===== config.mk =====
export PLATFORM = sky130hd
export DESIGN_NAME = mux7_rr_sched
export DESIGN_NICKNAME = d
export VERILOG_FILES = /design/src/rtl/mux7_rr_sched_pkg.sv /design/src/rtl/mux7_rr_sched_pick.sv /design/src/rtl/mux7_rr_sched.sv
export SDC_FILE = /design/constraint.sdc
export NUM_CORES = 1
export LEC_CHECK = 0
export CAP_MARGIN = 20
export CORE_MARGIN = 2
export CORE_UTILIZATION = 49
export DETAILED_ROUTE_END_ITERATION = 8
export GPL_ROUTABILITY_DRIVEN = 0
export PLACE_DENSITY = 0.8
export RECOVER_POWER = 50
export SLEW_MARGIN = 10
export SYNTH_ARGS = -nofsm -noshare
export SYNTH_HDL_FRONTEND = slang
export SYNTH_HIERARCHICAL = 1
export SYNTH_SLANG_ARGS = --single-unit

===== constraint.sdc =====
create_clock -name clk -period 7.4 [get_ports clk]
set_clock_uncertainty 0.2 [all_clocks]
set_input_delay 1.48 -clock clk [delete_from_list [all_inputs] [get_ports clk]]
set_output_delay 1.48 -clock clk [all_outputs]
set_load 0.01 [all_outputs]

===== src/rtl/mux7_rr_sched_pkg.sv =====
`default_nettype none
// ============================================================================
//  Module      : mux7_rr_sched_pkg
//  Description : Shared types and constants for the 7-input mux round-robin
//                scheduler (state encoding, requester count, idle code,
//                hold-counter width).
//  Revision    : 1.0 - initial release
// ============================================================================
package mux7_rr_sched_pkg;

    // Number of requesters sharing the mux (inputs e0..e6)
    localparam int N_REQ = 7;

    // Width of the grant hold counter; wide enough for HOLD_CYCLES up to 15
    localparam int CNT_W = 4;

    // Select code driven when no grant is live; the mux has no e7 input
    localparam logic [2:0] SEL_IDLE = 3'b111;

    // Scheduler states
    typedef enum logic [1:0] {
        ST_IDLE  = 2'd0,
        ST_GRANT = 2'd1,
        ST_GAP   = 2'd2
    } state_t;

endpackage : mux7_rr_sched_pkg
`default_nettype wire


===== src/rtl/mux7_rr_sched_pick.sv =====
`default_nettype none
// ============================================================================
//  Module      : rr_pick7
//  Description : Combinational round-robin winner search over seven request
//                bits. Searches ptr+1, ptr+2, ... modulo 7 and returns the
//                first set request. All wrap-around logic lives here.
//  Revision    : 1.0 - initial release
// ============================================================================
module rr_pick7
    import mux7_rr_sched_pkg::*;
(
    input  logic [N_REQ-1:0] i_req,
    input  logic [2:0]       i_ptr,
    output logic [2:0]       o_idx,
    output logic             o_any
);

    // A pointer of 7 cannot occur in normal operation; fold it onto 6 so the
    // search still starts at e0 and never produces index 7.
    logic [3:0] w_base;
    logic [3:0] w_cand;

    assign w_base = (i_ptr == 3'd7) ? 4'd6 : {1'b0, i_ptr};

    // Rotate-and-priority search: first set request after the pointer wins
    always_comb begin
        o_idx  = 3'd0;
        o_any  = 1'b0;
        w_cand = 4'd0;
        for (int k = 1; k <= N_REQ; k++) begin
            w_cand = w_base + 4'(k);
            if (w_cand >= 4'(N_REQ)) begin
                w_cand = w_cand - 4'(N_REQ);
            end
            if (!o_any && i_req[w_cand[2:0]]) begin
                o_idx = w_cand[2:0];
                o_any = 1'b1;
            end
        end
    end

endmodule : rr_pick7
`default_nettype wire


===== src/rtl/mux7_rr_sched.sv =====
`default_nettype none
// ============================================================================
//  Module      : mux7_rr_sched
//  Description : Round-robin scheduler for a 7-input selector mux. Issues a
//                registered select code, one-hot grant and valid flag, bounds
//                each contended grant to HOLD_CYCLES cycles, and inserts a
//                one-cycle dead gap between consecutive grants.
//  Revision    : 1.0 - initial release
// ============================================================================
module mux7_rr_sched
    import mux7_rr_sched_pkg::*;
#(
    parameter int HOLD_CYCLES = 4
)(
    input  logic             clk,
    input  logic             rst,
    input  logic             en,
    input  logic [N_REQ-1:0] req,
    input  logic             done,
    output logic [2:0]       sel,
    output logic             valid,
    output logic [N_REQ-1:0] gnt,
    output logic             busy
);

    localparam logic [CNT_W-1:0] C_CNT_MAX = CNT_W'(HOLD_CYCLES - 1);
    localparam logic [N_REQ-1:0] C_ONE     = {{(N_REQ-1){1'b0}}, 1'b1};

    state_t           r_state;
    logic [2:0]       r_ptr;
    logic [CNT_W-1:0] r_cnt;
    logic [2:0]       r_sel;
    logic             r_valid;
    logic [N_REQ-1:0] r_gnt;
    logic             r_busy;

    state_t           w_state_nxt;
    logic [2:0]       w_ptr_nxt;
    logic [CNT_W-1:0] w_cnt_nxt;
    logic [2:0]       w_sel_nxt;
    logic             w_valid_nxt;
    logic [N_REQ-1:0] w_gnt_nxt;

    logic [2:0]       w_idx;
    logic             w_any;
    logic             w_own_req;
    logic             w_other_req;
    logic             w_release;

    rr_pick7 u_pick (
        .i_req (req),
        .i_ptr (r_ptr),
        .o_idx (w_idx),
        .o_any (w_any)
    );

    // The registered one-hot grant identifies the owner, so no index into req
    // is needed to test whether the owner or anyone else is still requesting.
    assign w_own_req   = |(req & r_gnt);
    assign w_other_req = |(req & ~r_gnt);
    assign w_release   = done || !w_own_req ||
                         ((r_cnt == C_CNT_MAX) && w_other_req);

    // State, pointer, counter and output registers
    always_ff @(posedge clk) begin
        if (rst) begin
            r_state <= ST_IDLE;
            r_ptr   <= 3'd6;
            r_cnt   <= '0;
            r_sel   <= SEL_IDLE;
            r_valid <= 1'b0;
            r_gnt   <= '0;
            r_busy  <= 1'b0;
        end else begin
            r_state <= w_state_nxt;
            r_ptr   <= w_ptr_nxt;
            r_cnt   <= w_cnt_nxt;
            r_sel   <= w_sel_nxt;
            r_valid <= w_valid_nxt;
            r_gnt   <= w_gnt_nxt;
            r_busy  <= (w_state_nxt != ST_IDLE);
        end
    end

    // Next-state and next-output decode: grant from IDLE, hold/release in
    // GRANT, single dead cycle in GAP
    always_comb begin
        w_state_nxt = r_state;
        w_ptr_nxt   = r_ptr;
        w_cnt_nxt   = r_cnt;
        w_sel_nxt   = r_sel;
        w_valid_nxt = r_valid;
        w_gnt_nxt   = r_gnt;
        case (r_state)
            ST_IDLE: begin
                if (en && w_any) begin
                    w_sel_nxt   = w_idx;
                    w_gnt_nxt   = C_ONE << w_idx;
                    w_valid_nxt = 1'b1;
                    w_cnt_nxt   = '0;
                    w_state_nxt = ST_GRANT;
                end
            end
            ST_GRANT: begin
                if (w_release) begin
                    w_ptr_nxt   = r_sel;
                    w_sel_nxt   = SEL_IDLE;
                    w_gnt_nxt   = '0;
                    w_valid_nxt = 1'b0;
                    w_state_nxt = ST_GAP;
                end else if (r_cnt != C_CNT_MAX) begin
                    // Saturating count lets a sole requester hold forever
                    w_cnt_nxt = r_cnt + 1'b1;
                end
            end
            ST_GAP: begin
                w_state_nxt = ST_IDLE;
            end
            default: begin
                w_state_nxt = ST_IDLE;
                w_sel_nxt   = SEL_IDLE;
                w_gnt_nxt   = '0;
                w_valid_nxt = 1'b0;
                w_cnt_nxt   = '0;
            end
        endcase
    end

    assign sel   = r_sel;
    assign valid = r_valid;
    assign gnt   = r_gnt;
    assign busy  = r_busy;

endmodule : mux7_rr_sched
`default_nettype wire


==> results list, run 1 <==
- Timing would allow up to 190 MHz.
- STA classifies the critical path endpoint as a register.
- Share of async-settable or async-resettable flops after synthesis: 0
- Site row count: 25
- Area added between synthesis and finish: 9.76%
- The number of antenna violations at the first check in global routing came to 0.
- Total congestion overflow after global routing: 0
- Tcrit/Tclk final: 0.711
* Design Power: 348 uW
- Yosys mapped the design onto 67 distinct sky130hd cell types.
- The routed design could run at a clock period as short as 5260 ps.
* Initial core utilization: 0.508
- The core region is 0.00469 mm2.
- For this run, the number of standard cells in the final layout without fillers is 372.
- The number of cells on the worst reg-to-reg path is 15.
- Total instance count after detailed placement: 368
- VDD sags by at most 0.119 mV.
- Layout cell share with drive strength beyond 1: 0.0818
- Data arrival time at the worst-slack endpoint: 5280 ps
- Synth top area cells: sky130_fd_sc_hd__dfxtp_1 18%, sky130_fd_sc_hd__mux2i_1 6.7%, sky130_fd_sc_hd__ha_1 4.2%
* Clock latency on the worst-skew pair: 260 ps
- The die is 73.7 um tall.
- Path class of the lowest-slack min-delay path: reg -> reg
- EDFF count, synth: 0
- Once detailed placement completed, the half-perimeter wirelength came to 4680 um.
- In this run the count of I/O pins placed on the die edge is 23.
- Synthesis produced 310 cells.
* Top cell types by occurrence after synthesis: 26 x sky130_fd_sc_hd__nor2_1, 23 x sky130_fd_sc_hd__nand2_1, 21 x sky130_fd_sc_hd__dfxtp_1, 17 x sky130_fd_sc_hd__inv_1, 16 x sky130_fd_sc_hd__mux2i_1
- The floorplan step defined a die boundary enclosing 0.00544 mm2.
* Number of max-slew violations in the final report: 0
- In this run, CTS created clock tree buffers numbering 3.
- For this design, the sink count on the clock tree is 21.
- Slew at the pin with the worst max-slew slack: 910 ps
- Yosys top cell by area: sky130_fd_sc_hd__dfxtp_1
- The count of buffers added on input and output ports is 22.
* Via-to-Cell Ratio: 6.43
- CP Max Fanout: 25
* Most instantiated flip-flop cell in the synthesis netlist: sky130_fd_sc_hd__dfxtp_1
* Avg Cell Area, Syn: 7.69 um2
- Setup violations remaining at the end of the flow were counted as 0.
- In the final design database the tool counted 339 nets.
- Post-synthesis register bit count: 21
* Top-area cell type share of the netlist area: 0.176
* Hold violation count in the final report: 0
* Mapped cell area: 0.00238 mm2
- Net count after synthesis: 330
- Max-Cap Viols: 0
- Power density over the cells: 133 mW/mm2
- Startpoint types: register
* CTS max path bufs: 2
- Post-CTS Hold Fix Bufs: 0
- Number of warning messages in the yosys log: 6
- The count of nets left with antenna violations once routing finished came out at 0.
- Pin count of the biggest net entering global routing: 26
* Leakage power: 0.970 nW
* Register-to-register path setup slack: 2140 ps
* Setup TNS Final: 0 ps
- Wires add up to 6570 um.
- Overall fraction of global-route tracks in use: 0.244
- STA puts the critical path data required time at 7420 ps.
* Dominant cell by count in the synthesized netlist: sky130_fd_sc_hd__nor2_1
- Hold timing on the final database bottoms out at a slack of 299 ps.
- Outcome: finished, final reports clean
- Post-CTS Repair Setup Buffers: 0
- The first global-routing pass estimated 10400 um of wire.
- For this run, the detailed router's first-pass iteration total came to 6.
* Antenna cells: 0
- The die is 73.7 um wide.
- CTS tree: done
- In the routed design, unresolved DRC markers number 0.
- Setup repair after global routing missed its margin: no
* Count of vias placed by the detailed router: 2391
- The number of global-route vias before repair came to 2119.
- After clock tree synthesis, the clock-pin slew on the worst setup and hold paths is 80 ps.
* Utilization of the core after routing: 0.558
* Routed length per instance: 17.7 um
* DRC marker count from the first detailed-route iteration: 350
- Number of H-tree branching levels: 1
* Sequential cell area fraction in the yosys report: 0.176
- Slew margin rel.: 0.391
- Number of cells on the worst hold path: 2
- The tree is rooted in a sky130_fd_sc_hd__clkbuf_8.
- The critical path is of the reg -> reg type.
* Post-CTS resize count: 0
==> where the power goes <==
group          total, mW  internal (mW)  switching [mW]
registers          0.131          0.119          0.0112
logic              0.141         0.0596          0.0813
clock network     0.0763         0.0384          0.0379
total              0.348          0.217           0.130
==> worst paths after layout <==
path | endpoint | from
max | gnt[4] | r_ptr[0]
min | valid | valid
max reg2reg | gnt[4] | r_ptr[0]
min reg2reg | valid | valid
==> worst max-delay path, cell delays in order (launching register included) <==
cell and delay (ps):
sky130_fd_sc_hd__dfxtp_1 900, sky130_fd_sc_hd__nand2_1 300, sky130_fd_sc_hd__inv_2 290, sky130_fd_sc_hd__ha_1 220, sky130_fd_sc_hd__inv_1 60, sky130_fd_sc_hd__fa_1 420
sky130_fd_sc_hd__a21boi_0 400, sky130_fd_sc_hd__mux2_4 360, sky130_fd_sc_hd__mux2i_4 190, sky130_fd_sc_hd__nand4_1 130, sky130_fd_sc_hd__nand2b_1 200, sky130_fd_sc_hd__or3_1 400
sky130_fd_sc_hd__o221ai_1 460, sky130_fd_sc_hd__nor4b_1 390, sky130_fd_sc_hd__o21bai_1 90, sky130_fd_sc_hd__o21ba_1 210
==> placed cells by master, fill, tap and decap left out, drive strengths merged, types with 3 or more instances in the layout <==
cell	netlist	routed
a21boi	5	5
o221ai	4	4
o21ai	22	22
o22ai	3	3
nand3b	6	6
nand2	23	23
or3	3	3
a211oi	9	9
mux2	6	6
a21oi	16	16
o21a	3	3
a31oi	9	9
nand3	9	9
a22oi	4	4
clkdlybuf4s50	0	9
inv	19	19
nand2b	13	13
nor2	28	28
a31o	3	3
mux2i	17	17
o32ai	4	4
nand4	3	3
dlygate4sd3	0	13
dfxtp	21	21
clkbuf	12	4
ha	8	8
mux4	3	3
nor3	4	4
nor2b	10	10
o211ai	6	6
==> sequential cells by signal, indices dropped and copies added, names as in the netlist <==
| register | flops |
|---|---|
| gnt | 7 |
| r_cnt | 4 |
| r_state | 2 |
| busy | 1 |
| r_ptr | 3 |
| sel | 3 |
| valid | 1 |
==> cell families (layout without fill, tap and decap cells) <==
logic type                 count (synthesis)  after routing  share of synthesized area
DFF                                       21             21                      0.176
muxes                                     26             26                      0.135
adders and majority gates                  9              9                     0.0504
xor gates and xnor gates                   3              3                     0.0110
buffers and inverters                     38             46                     0.0640
and+or+nand+nor                          114            114                      0.262
AOI/OAI and AO/OA                         99             99                      0.301
==> stage by stage <==
stage | setup WS [ps] | instance area (um2)
2_1_floorplan | 3160 | 2380
3_3_place_gp | 2410 | 2600
3_5_place_dp | 2230 | 2600
4_1_cts | 2200 | 2640
5_1_grt | 1660 | 2620
6_report | 2140 | 2620
==> routing by layer <==
metal / part of all wire / vias up / global-route usage
met5: 0 / - / 0
met2: 0.47 / 119 / 0.406
li1: - / 1160 / -
met4: 0.026 / 0 / 0.0828
met1: 0.45 / 1091 / 0.328
met3: 0.057 / 21 / 0.0233
==> area by class of cell <==
cell class	count	area, um2
inverter	19	71.3
clock buffer	4	45.0
fill	446	2080
tap	54	67.6
sequential	21	420
timing repair buffer	23	228
multi-input combinational	251	1780
No activity file was read; power rests on OpenSTA's default activity.
==> run 2: changes to the inputs <==
Settings changed: PLACE_DENSITY 0.8 to 0.83.
Clock period 7.4 ns to 4.6 ns, I/O delays scaled along.
==> run 2 against run 1 <==
Setup slack got worse by 1900 ps. Critical path depth up 2. Core utilization is 3.1 points higher. Cell area rose by 5.6%. Non-clock buffer count grew 15. Hold slack better by 12 ps. Cell count increased by 4.0%. Critical path type unchanged.
==> results list, run 2 (synthesis results as in run 1) <==
* Post-CTS Hold Fix Bufs: 0
- The routed layout has 2583 vias.
* Routed Antenna Nets: 0
- The critical path is of the reg -> reg type.
- Max reg flops: 7
- At the worst endpoint, the arrival time is 4370 ps.
- Wires add up to 6830 um.
* CTS tree: done
* Register-to-register path setup slack: 240 ps
* Via-to-Cell Ratio: 6.67
- The number of clock buffers added by TritonCTS is 3.
- Maximum vdd drop: 0.205 mV
- Across every metal layer, demand over resource in global routing totals 0.250.
* Outcome: finished, final reports clean
- Final Non-Filler Cells: 387
- CTS max path bufs: 2
- Total congestion overflow after global routing: 0
- Area added between synthesis and finish: 15.9%
- Smallest hold slack: 311 ps
* Max-Cap Viols: 0
* PnR worst setup slack: 239 ps
* Chip width: 73.7 um
- After floorplanning, the core was sized to cover 0.00469 mm2.
- Number of max-slew violations in the final report: 0
* Top-level port count: 23
- Hold violation count in the final report: 0
- Power density over the cells: 212 mW/mm2
- Leaving out fill and tap cells, the most frequent cell in the layout is sky130_fd_sc_hd__nor2_1.
- Utilization of the core after routing: 0.589
- Iteration count of the initial detailed-routing pass: 7
- Startpoint types: register
- CTS built an H-tree with a depth of 1.
- Clock latency on the worst-skew pair: 260 ps
* Pin count of the biggest net entering global routing: 25
- In this run, the number of DRC markers left after iteration 0 of detailed routing was 385.
- Antenna violations before repair: 0
- In this run the tool buffered the top-level ports with 22 buffer cells.
* Type of destination of the critical path: register
* Die area: 0.00544 mm2
- Layout cell share with drive strength beyond 1: 0.141
- CP Max Fanout: 5
* Routed length per instance: 17.6 um
- Clock sink count: 21
- Dpl hpwl: 5050 um
- Final nets: 354
* Leakage power: 1.05 nW
- Leaving out fill and tap cells, the most frequent cells in the layout are 26 x sky130_fd_sc_hd__nor2_1, 23 x sky130_fd_sc_hd__nand2_1, 21 x sky130_fd_sc_hd__dfxtp_1.
- Of the available clock period, the critical path in the final layout requires 0.948.
- Site row count: 25
- After routing, the total negative slack on setup checks comes to 0 ps.
* Data required time at the worst endpoint: 4610 ps
* Die span in y: 73.7 um
- Static timing analysis puts the maximum clock frequency at 229 MHz.
* Path class of the lowest-slack min-delay path: reg -> reg
- DR DRC count: 0
- Initial core utilization: 0.508
- Final setup viols: 0
- DP Worst Slack: 178 ps
- For the pin with the worst max-slew slack, the measured transition is 844 ps.
- The first global-routing pass estimated 10700 um of wire.
* Clock edge transition at the registers on the reported setup and hold paths: 80 ps
- Slew margin rel.: 0.436
* Antenna cells: 0
* Total instance count after detailed placement: 380
* Root Buffer: sky130_fd_sc_hd__clkbuf_8
- The number of global-route vias before repair is 2281.
* Clock period minus final worst setup slack: 4360 ps
-- run 2: stage by stage --
step / total power, mW / area, um2
6_report: 0.586 / 2760
5_1_grt: 0.616 / 2760
4_1_cts: 0.570 / 2740
3_5_place_dp: 0.450 / 2690
3_3_place_gp: 0.445 / 2690
2_1_floorplan: 0.379 / 2380
-- run 2: metal layers --
layer | track usage | vias up | part of all wire
li1 | - | 1193 | -
met1 | 0.320 | 1220 | 0.39
met2 | 0.426 | 149 | 0.51
met3 | 0.0206 | 21 | 0.077
met4 | 0.109 | 0 | 0.026
met5 | 0 | - | 0
-- run 2: cell type report --
class                      instances  area [um2]
clock buffer                       3        41.3
clock inverter                     1        7.51
fill                             427        1930
inverter                          19        71.3
multi-input combinational        251        1810
sequential                        21         420
tap                               54        67.6
timing repair buffer              38         340
-- run 2: final timing paths --
kind | end | cells after the start | startpoint
min | r_cnt[3] | 2 | r_cnt[3]
min reg2reg | r_cnt[3] | 2 | r_cnt[3]
max | gnt[4] | 17 | r_ptr[2]
max reg2reg | gnt[4] | 17 | r_ptr[2]
-- run 2: worst max-delay path, cell delays in order (launching register included) --
cell	delay, ps
sky130_fd_sc_hd__dfxtp_1	320
sky130_fd_sc_hd__nand2_1	160
sky130_fd_sc_hd__nand2_1	170
sky130_fd_sc_hd__inv_2	90
sky130_fd_sc_hd__ha_1	170
sky130_fd_sc_hd__inv_1	60
sky130_fd_sc_hd__fa_1	440
sky130_fd_sc_hd__nand2b_1	190
sky130_fd_sc_hd__a21boi_2	200
sky130_fd_sc_hd__mux2_4	330
sky130_fd_sc_hd__mux2i_4	190
sky130_fd_sc_hd__nand4_1	130
sky130_fd_sc_hd__nand2b_1	190
sky130_fd_sc_hd__or3_1	400
sky130_fd_sc_hd__o221ai_1	330
sky130_fd_sc_hd__nor4b_1	450
sky130_fd_sc_hd__o21bai_1	90
sky130_fd_sc_hd__o21ba_1	210
-- run 2: timing repair --
action                     in CTS  in global routing
setup buffers                   0                  3
setup endpoints to repair       0                 14
resized for setup               0                  6
-- run 2: where the power goes --
| group | leakage [nW] | internal (mW) | switching, mW | total [mW] |
|---|---|---|---|---|
| logic | 0.853 | 0.114 | 0.149 | 0.263 |
| registers | 0.171 | 0.192 | 0.00966 | 0.202 |
| clock network | 0.0217 | 0.0611 | 0.0601 | 0.121 |
